===== src/rtl/uart_rx_cfg.sv =====
// Runtime-configurable UART receiver: 5..MAX_DATA_BITS data bits, none/odd/even/mark parity,
// one or two stop bits, 3-sample majority voting, break detection and a valid/ready output.
module uart_rx_cfg #(
  parameter int MAX_DATA_BITS = 8,
  parameter int OVERSAMPLE    = 16,
  parameter int SYNC_STAGES   = 2
) (
  input  logic                     clk,
  input  logic                     a_resetn,
  input  logic                     b_tick,
  input  logic                     rx,
  input  logic [3:0]               data_bits,
  input  logic [1:0]               parity,
  input  logic                     stop_bits,
  output logic [MAX_DATA_BITS-1:0] dout,
  output logic                     rx_valid,
  input  logic                     rx_ready,
  output logic                     parity_err,
  output logic                     frame_err,
  output logic                     overrun_err,
  output logic                     break_det
);

  localparam int TCW = $clog2(OVERSAMPLE);
  localparam logic [TCW-1:0] C_MID_LO = TCW'(OVERSAMPLE / 2 - 1);
  localparam logic [TCW-1:0] C_MID    = TCW'(OVERSAMPLE / 2);
  localparam logic [TCW-1:0] C_MID_HI = TCW'(OVERSAMPLE / 2 + 1);
  localparam logic [TCW-1:0] C_LAST   = TCW'(OVERSAMPLE - 1);

  typedef enum logic [2:0] {
    S_IDLE,
    S_START,
    S_DATA,
    S_PARITY,
    S_STOP,
    S_BREAK_WAIT
  } state_t;

  state_t                   r_state;
  state_t                   w_stateNext;
  logic [SYNC_STAGES-1:0]   r_sync;
  logic [TCW-1:0]           r_tc;
  logic                     r_s0;
  logic                     r_s1;
  logic [3:0]               r_bitCnt;
  logic [3:0]               r_nBits;
  logic [1:0]               r_par;
  logic                     r_stop2;
  logic                     r_stopIdx;
  logic [MAX_DATA_BITS-1:0] r_shift;
  logic                     r_allZero;
  logic                     r_perr;
  logic                     r_ferr;
  logic                     r_brk;
  logic [MAX_DATA_BITS-1:0] r_dout;
  logic                     r_valid;
  logic                     r_parityErr;
  logic                     r_frameErr;
  logic                     r_overrun;
  logic                     r_break;

  logic                     w_rxs;
  logic                     w_maj;
  logic                     w_decide;
  logic                     w_bitEnd;
  logic                     w_lastStop;
  logic                     w_commit;
  logic                     w_brkNow;
  logic                     w_ferrNext;
  logic                     w_parExp;
  logic                     w_pop;
  logic                     w_startFrame;
  logic [3:0]               w_nBitsCfg;

  assign w_rxs        = r_sync[SYNC_STAGES-1];
  assign w_maj        = (r_s0 & r_s1) | (r_s0 & w_rxs) | (r_s1 & w_rxs);
  assign w_decide     = b_tick && (r_tc == C_MID_HI);
  assign w_bitEnd     = b_tick && (r_tc == C_LAST);
  assign w_lastStop   = (r_stopIdx == r_stop2);
  assign w_commit     = (r_state == S_STOP) && w_decide && w_lastStop;
  assign w_ferrNext   = r_ferr | ~w_maj;
  assign w_pop        = r_valid && rx_ready;
  assign w_startFrame = (r_state == S_IDLE) && (w_stateNext == S_START);
  // Break is judged on the first stop bit even when the frame carries two.
  assign w_brkNow     = r_stopIdx ? r_brk : (r_allZero & ~w_maj);

  always_comb begin
    w_nBitsCfg = data_bits;
    if (data_bits < 4'd5)
      w_nBitsCfg = 4'd5;
    else if (data_bits > 4'(MAX_DATA_BITS))
      w_nBitsCfg = 4'(MAX_DATA_BITS);
  end

  always_comb begin
    w_parExp = 1'b1;
    case (r_par)
      2'b01:   w_parExp = ~^r_shift;
      2'b10:   w_parExp = ^r_shift;
      default: w_parExp = 1'b1;
    endcase
  end

  always_ff @(posedge clk or negedge a_resetn) begin
    if (!a_resetn)
      r_state <= S_IDLE;
    else
      r_state <= w_stateNext;
  end

  always_comb begin
    w_stateNext = r_state;
    case (r_state)
      S_IDLE: begin
        if (!w_rxs)
          w_stateNext = S_START;
      end
      S_START: begin
        if (w_decide && w_maj)
          w_stateNext = S_IDLE;
        else if (w_bitEnd)
          w_stateNext = S_DATA;
      end
      S_DATA: begin
        if (w_bitEnd && (r_bitCnt == r_nBits - 4'd1))
          w_stateNext = (r_par != 2'b00) ? S_PARITY : S_STOP;
      end
      S_PARITY: begin
        if (w_bitEnd)
          w_stateNext = S_STOP;
      end
      S_STOP: begin
        if (w_commit)
          w_stateNext = w_brkNow ? S_BREAK_WAIT : S_IDLE;
      end
      S_BREAK_WAIT: begin
        if (w_rxs)
          w_stateNext = S_IDLE;
      end
      default: w_stateNext = S_IDLE;
    endcase
  end

  always_ff @(posedge clk or negedge a_resetn) begin
    if (!a_resetn) begin
      r_sync      <= '1;
      r_tc        <= '0;
      r_s0        <= 1'b1;
      r_s1        <= 1'b1;
      r_bitCnt    <= '0;
      r_nBits     <= 4'd5;
      r_par       <= 2'b00;
      r_stop2     <= 1'b0;
      r_stopIdx   <= 1'b0;
      r_shift     <= '0;
      r_allZero   <= 1'b0;
      r_perr      <= 1'b0;
      r_ferr      <= 1'b0;
      r_brk       <= 1'b0;
      r_dout      <= '0;
      r_valid     <= 1'b0;
      r_parityErr <= 1'b0;
      r_frameErr  <= 1'b0;
      r_overrun   <= 1'b0;
      r_break     <= 1'b0;
    end else begin
      r_sync    <= {r_sync[SYNC_STAGES-2:0], rx};
      r_overrun <= 1'b0;
      r_break   <= 1'b0;

      if (b_tick && (r_tc == C_MID_LO))
        r_s0 <= w_rxs;
      if (b_tick && (r_tc == C_MID))
        r_s1 <= w_rxs;

      if ((r_state == S_IDLE) || (r_state == S_BREAK_WAIT) || (w_stateNext != r_state))
        r_tc <= '0;
      else if (b_tick)
        r_tc <= w_bitEnd ? '0 : r_tc + 1'b1;

      if (w_startFrame) begin
        r_nBits   <= w_nBitsCfg;
        r_par     <= parity;
        r_stop2   <= stop_bits;
        r_bitCnt  <= '0;
        r_stopIdx <= 1'b0;
        r_shift   <= '0;
        r_allZero <= 1'b1;
        r_perr    <= 1'b0;
        r_ferr    <= 1'b0;
        r_brk     <= 1'b0;
      end

      case (r_state)
        S_DATA: begin
          if (w_decide) begin
            for (int i = 0; i < MAX_DATA_BITS; i++)
              if (r_bitCnt == 4'(i))
                r_shift[i] <= w_maj;
            r_allZero <= r_allZero & ~w_maj;
          end
          if (w_bitEnd)
            r_bitCnt <= r_bitCnt + 4'd1;
        end
        S_PARITY: begin
          if (w_decide) begin
            r_perr    <= (w_maj != w_parExp);
            r_allZero <= r_allZero & ~w_maj;
          end
        end
        S_STOP: begin
          if (w_decide) begin
            r_ferr <= w_ferrNext;
            if (!r_stopIdx)
              r_brk <= w_brkNow;
          end
          if (w_bitEnd)
            r_stopIdx <= 1'b1;
        end
        default: ;
      endcase

      // A pop and a commit in the same clk hand the slot straight to the new frame.
      if (w_pop)
        r_valid <= 1'b0;
      if (w_commit) begin
        if (w_brkNow) begin
          r_break <= 1'b1;
        end else if (!r_valid || w_pop) begin
          r_dout      <= r_shift;
          r_parityErr <= r_perr;
          r_frameErr  <= w_ferrNext;
          r_valid     <= 1'b1;
        end else begin
          r_overrun <= 1'b1;
        end
      end
    end
  end

  assign dout        = r_dout;
  assign rx_valid    = r_valid;
  assign parity_err  = r_parityErr;
  assign frame_err   = r_frameErr;
  assign overrun_err = r_overrun;
  assign break_det   = r_break;

endmodule


===== config.mk =====
export PLATFORM = sky130hd
export DESIGN_NAME = uart_rx_cfg
export DESIGN_NICKNAME = d
export VERILOG_FILES = /design/src/rtl/uart_rx_cfg.sv
export SDC_FILE = /design/constraint.sdc
export NUM_CORES = 1
export LEC_CHECK = 0
export CAP_MARGIN = 5
export CORE_UTILIZATION = 45
export DETAILED_ROUTE_END_ITERATION = 12
export PLACE_DENSITY = 0.72
export SKIP_CTS_REPAIR_TIMING = 1
export SLEW_MARGIN = 25
export SYNTH_ARGS = -nofsm -noshare
export SYNTH_HDL_FRONTEND = slang
export SYNTH_SLANG_ARGS = --single-unit

===== constraint.sdc =====
create_clock -name clk -period 2 [get_ports clk]
set_clock_uncertainty 0.05 [all_clocks]
set_input_delay 0.6 -clock clk [delete_from_list [all_inputs] [get_ports clk]]
set_output_delay 0.6 -clock clk [all_outputs]
set_load 0.05 [all_outputs]

# Yosys cells after proc, flatten, opt, wreduce, memory -nomap -nowiden
# Index checks and enable logic that the tools add are counted.
# totals
reg_bits	48
in_bits	12
out_inout_bits	13
wordCells	136
# op_classes
addsub	3
n_lt_le_gt_ge	2
eq_ne	23
muxes	56
bitwise_logic	9
n_reduce_logical	22
# ops
operator	n
1-bit two-way mux	34
4-bit two-way mux	8
3-bit two-way mux	9
8-bit two-way mux	3
4-bit by 3-bit == test with 1-bit output (second input constant)	5
3-bit case mux with 6 select lines	1
4-bit == test (second input constant)	3
1-bit logical AND	10
4-bit by 1-bit adder with 4-bit output (second input constant)	2
4-bit by 2-bit == test with 1-bit output (second input constant)	2
8-bit XNOR reduction	1
8-bit XOR reduction	1
3-bit by 1-bit == test with 1-bit output (second input constant)	2
3-bit by 2-bit == test with 1-bit output (second input constant)	2
3-bit == test (second input constant)	2
1-bit AND	4
4-bit by 1-bit == test with 1-bit output (second input constant)	1
4-bit == test	1
4-bit greater-than comparator (second input constant)	1
4-bit zero test	1
4-bit by 3-bit < comparator with 1-bit output (second input constant)	1
2-bit nonzero test	2
4-bit by 1-bit subtractor with 4-bit output (second input constant)	1
3-bit zero test	1
other kinds (12)	17

# Logic depth before layout (Yosys ltp)
# depth
depth_word	15
depth_mapped	9
mapped_depth_nobuf	8

# Worst setup path after synthesis
# Ideal clock, no wire load.
# synth_path
path_kind	in2reg
from	input b_tick
to	register r_dout[0] (netlist: dout[0])
setup_ps	125
t_arrival_ps	2082
t_required_ps	1825
slack_ps	-257
stages	7
path_buffers	2
cell_sequence	buf_4 > nand4b_1 > nand2b_1 > or3_4 > nor2b_4 > buf_6 > mux2_4
# synth_between
elab_chain_len	4
# synth_lines
item	line	rtl
start: declaration	10	input logic b_tick,
1-bit logical AND	77	assign w_decide = b_tick && (r_tc == C_MID_HI);
1-bit logical AND (2 in series)	80	assign w_commit = (r_state == S_STOP) && w_decide && w_lastStop;
3-bit AND reduction (no source line)	-	
end signal: assignment	230	r_dout <= r_shift;
end: declaration	55	logic [MAX_DATA_BITS-1:0] r_dout;
# No other way between the ends.
# A chain may end at the register's enable or synchronous reset.

# Worst setup path after layout
# layout_path
from	register r_sync[1]
to	register r_dout[4] (netlist: dout[4])
# layout_between
elab_chain_len	8
word_cells_on_any_way	9
classes_between	mux: 1; bitwise: 7; reduce/logical: 1
# layout_lines
item	line	rtl
start: declaration	41	logic [SYNC_STAGES-1:0] r_sync;
start signal: assignment	167	r_sync <= {r_sync[SYNC_STAGES-2:0], rx};
1-bit AND	76	assign w_maj = (r_s0 & r_s1) | (r_s0 & w_rxs) | (r_s1 & w_rxs);
1-bit OR	76	
1-bit OR (*)	76	
1-bit NOT (*)	85	assign w_brkNow = r_stopIdx ? r_brk : (r_allZero & ~w_maj);
1-bit AND (*)	85	
1-bit two-way mux (*)	85	
1-bit NOT (no source line) (*)	-	
3-bit AND reduction (no source line) (*)	-	
# Mark *: on every way between the ends. The rest lies on a longest branch, timed or not.

==> results.sh <==
export IMPL_cp_required_ns=2.15
export IMPL_relSlewSlack=0.6896
export IMPL_top_layer="met4"
export IMPL_slew_violations=0
export IMPL_dr_wl_met2_um=2616
export IMPL_rr_worst_depth=6
export IMPL_cts_sink_count=48
export IMPL_antenna_found_initial=0
export IMPL_ys_flop_type="dfrtp_1"
export IMPL_ys_warnings_count=0
export IMPL_ys_seq_area_frac=0.4884
export IMPL_arrival_ns=2.23
export IMPL_post_route_drc_count=0
export IMPL_start_util=0.4755
export IMPL_violations="negative setup slack"
export IMPL_switching_power_uw=757.0
export IMPL_cts_buffers=5
export IMPL_finalSetupViolations=11
export IMPL_synth_cell_types=42
export IMPL_fillers=437
export IMPL_fp_dieH_um=76.16
export IMPL_via_per_inst=5.066
export IMPL_rsz0062_at_grt="yes"
export IMPL_fin_crit_sh=1.039
export IMPL_syn_area_um2=2475
export IMPL_cts_root_buffer="clkbuf_8"
export IMPL_reg2reg_from="r_sync[1]"
export IMPL_wl_per_cell_um=13.51
export IMPL_layout_setup_ws_ns=-0.07848
export IMPL_dr_total_vias=1925
export IMPL_outcome="finished, violations left"
export IMPL_powerDensity_nw_per_um2=766.8
export IMPL_hold_path_class="input port to asynchronous set/reset pin"
export IMPL_syn_nets=262
export IMPL_endpoint_kind="flop"
export IMPL_async_flop_share=1.000
export IMPL_avgSynthCellArea_um2=10.36
export IMPL_clk_pin_slew_ns=0.09
export IMPL_grt_max_degree=18
export IMPL_fin_nets=332
export IMPL_slowest_stage="dfstp_2"
export IMPL_p_int_uw=1743
export IMPL_fin_cells=380
export IMPL_fmaxAchievable_mhz=481.1
export IMPL_crit_fanout=4
export IMPL_synthToLayoutAreaGrowth_pct=31.75
export IMPL_cap_violations=0
export IMPL_r2r_end="dout[4]"
export IMPL_clk_latency_ns=0.31
export IMPL_start_kind="flop"
export IMPL_die_w_um=76.16
export IMPL_tightestPinTransition_ns=0.4614
export IMPL_antenna_diode_count=0
export IMPL_sequentialPowerShare=0.463
export IMPL_r2r_setup_slack_ns=-0.08
export IMPL_grt_overflow=0
export IMPL_clockBufferDepth=2
export IMPL_ant_nets=0
export IMPL_path_cells="maj3_1 > o21ai_1 > or3_4 > nor2b_4 > clkbuf_16 > mux2_4"
export IMPL_ys_ff_latch=48
export IMPL_pin_count=25
export IMPL_share_comb_of_total_power=0.294
export IMPL_routed_wl_um=5135
export IMPL_netlist_instances=239
export IMPL_hold_viol=0
export IMPL_die_area_um2=5800
export IMPL_grtUsageTotal=0.1881
export IMPL_worstSetupPathType="flop to flop"
export IMPL_grt_pass1_vias=1936
export IMPL_drt_iter0_drc=65
export IMPL_grt_pass1_wl_um=8604
export IMPL_clockPowerShare=0.243
export IMPL_drt_pass1_iterations=4
export IMPL_synth_edf_count=0
export IMPL_crit_path_max_incr_delay_ns=0.54
export IMPL_place_congestion=0.8658
export IMPL_drive_gt1_frac=0.3194
export IMPL_leakage_uw=0.001529
export IMPL_post_route_util=0.6264
export IMPL_htree_num_levels=2
export IMPL_period_needed_ns=2.078
export IMPL_dpl_cell_count=366
export IMPL_dpl_hpwl_um=3882
export IMPL_wl_met1_um=2270
export IMPL_dr_wl_met3_um=172
export IMPL_cts_tree="done"
export IMPL_core_rowCount=26
export IMPL_vdd_ir_drop_max_v=0.0004566
export IMPL_coreArea_um2=5205
export IMPL_post_place_ws_ns=-0.5640
export IMPL_p_sw_frac=0.3028
export IMPL_place_port_buffers=24
[flip-flops by register name, indices dropped and copies added, names as in the netlist, 2 cells and up]
| name | count |
|---|---|
| r_shift | 8 |
| r_sync | 2 |
| r_nBits | 4 |
| r_state | 3 |
| r_tc | 4 |
| dout | 8 |
| r_bitCnt | 4 |
| r_par | 2 |
[cells in the final DEF (no fill, tap or decap), drive strengths merged, types with 2 or more instances in the layout]
cell type      count
nand4b             2
nor2              17
nand2             24
nand2b             6
inv               10
buf               61
clkbuf             7
a21oi              8
mux2              11
xor2               6
clkinvlp           2
nand3             24
clkdlybuf4s50      9
o21a               2
mux2i              2
dfrtp             42
nor3               3
ha                11
or3                4
o21ai             22
nor3b              4
xnor2              9
dfstp              6
o31ai              2
[per-stage QoR]
stage	hold WS, ns	cell area (um2)	setup TNS, ns	total power [uW]
after floorplan	0.2544	2502	-1.557	1533
after global placement	0.2961	3073	-8.330	1843
after detailed placement	0.2976	3073	-9.717	1871
after CTS	0.1709	3171	-2.438	2484
after global routing	0.1782	3261	-1.819	2653
final	0.1642	3261	-0.6675	2500
[layout make-up]
type	count	area (um2)	share of cell area
Clock buffer	6	82.58	0.02533
Clock inverter	2	15.01	0.004605
Inverter	10	37.54	0.01151
Multi-Input combinational cell	172	1221	0.3745
Sequential cell	48	1209	0.3707
Tap cell	70	87.58	0.02686
Timing Repair Buffer	72	608.1	0.1865
[worst max-delay path: cells and delay by family (launching register included)]
family / cells / cell delay (ns)
AO/OA/AOI/OAI: 1 / 0.12
AND/OR/NAND/NOR: 2 / 0.62
adder cells (fa/ha/maj): 1 / 0.18
flip-flops: 1 / 0.54
multiplexers: 1 / 0.28
buffers and inverters: 1 / 0.17
[synthesized netlist by cell type (2+ instances only)]
master / n / area (um2)
mux2_2: 3 / 33.78
a21oi_1: 8 / 40.04
mux2i_1: 2 / 20.02
nand2_1: 24 / 90.09
nor3b_1: 3 / 22.52
mux2_4: 8 / 120.1
xor2_1: 6 / 52.55
nand4b_1: 2 / 17.52
inv_1: 10 / 37.54
o21a_1: 2 / 15.01
o31ai_1: 2 / 15.01
nor3_1: 3 / 15.01
or3_1: 3 / 18.77
o21ai_0: 21 / 105.1
nor2_1: 17 / 63.81
nand2b_1: 6 / 37.54
dfrtp_1: 42 / 1051
ha_1: 11 / 137.6
clkbuf_1: 5 / 18.77
nand3_1: 24 / 120.1
buf_4: 3 / 22.52
xnor2_1: 9 / 78.83
dfstp_2: 6 / 157.7
[worst max-delay path by stage]
| stage | from | to | slack [ns] | cells after the start |
|---|---|---|---|---|
| detailed placement | b_tick | dout[3] | -0.56 | 7 |
| finish | r_sync[1] | dout[4] | -0.08 | 6 |
| floorplan | b_tick | dout[0] | -0.19 | 7 |
| global route | r_tc[1] | dout[2] | -0.15 | 8 |
| CTS | b_tick | parity_err | -0.23 | 7 |
| global placement | b_tick | dout[2] | -0.51 | 7 |
[per-layer routing]
metal  GRT usage  vias to the layer above
li1            -                      966
met1      0.2311                      908
met2      0.3173                       45
met3     0.04910                        6
met4     0.07115                        0
met5           0                        -
[cells by family (layout without fill, tap and decap cells)]
logic type / after synthesis / in the layout / share of synthesized area
mux: 13 / 13 / 0.07027
fa+ha+maj: 12 / 12 / 0.05966
buf+inv: 19 / 90 / 0.03640
xor+xnor: 16 / 16 / 0.06218
compound gates: 42 / 42 / 0.1011
simple gates: 89 / 89 / 0.1820
flops: 48 / 48 / 0.4884
[power by group through the flow]
stage,logic [uW],clock network (uW),registers (uW)
finish,735,607,1160
global route,816,665,1170
CTS,700,629,1150
detailed placement,697,0,1170
global placement,675,0,1170
floorplan,342,0,1190
Note: power is estimated with default switching activity, not from simulation.
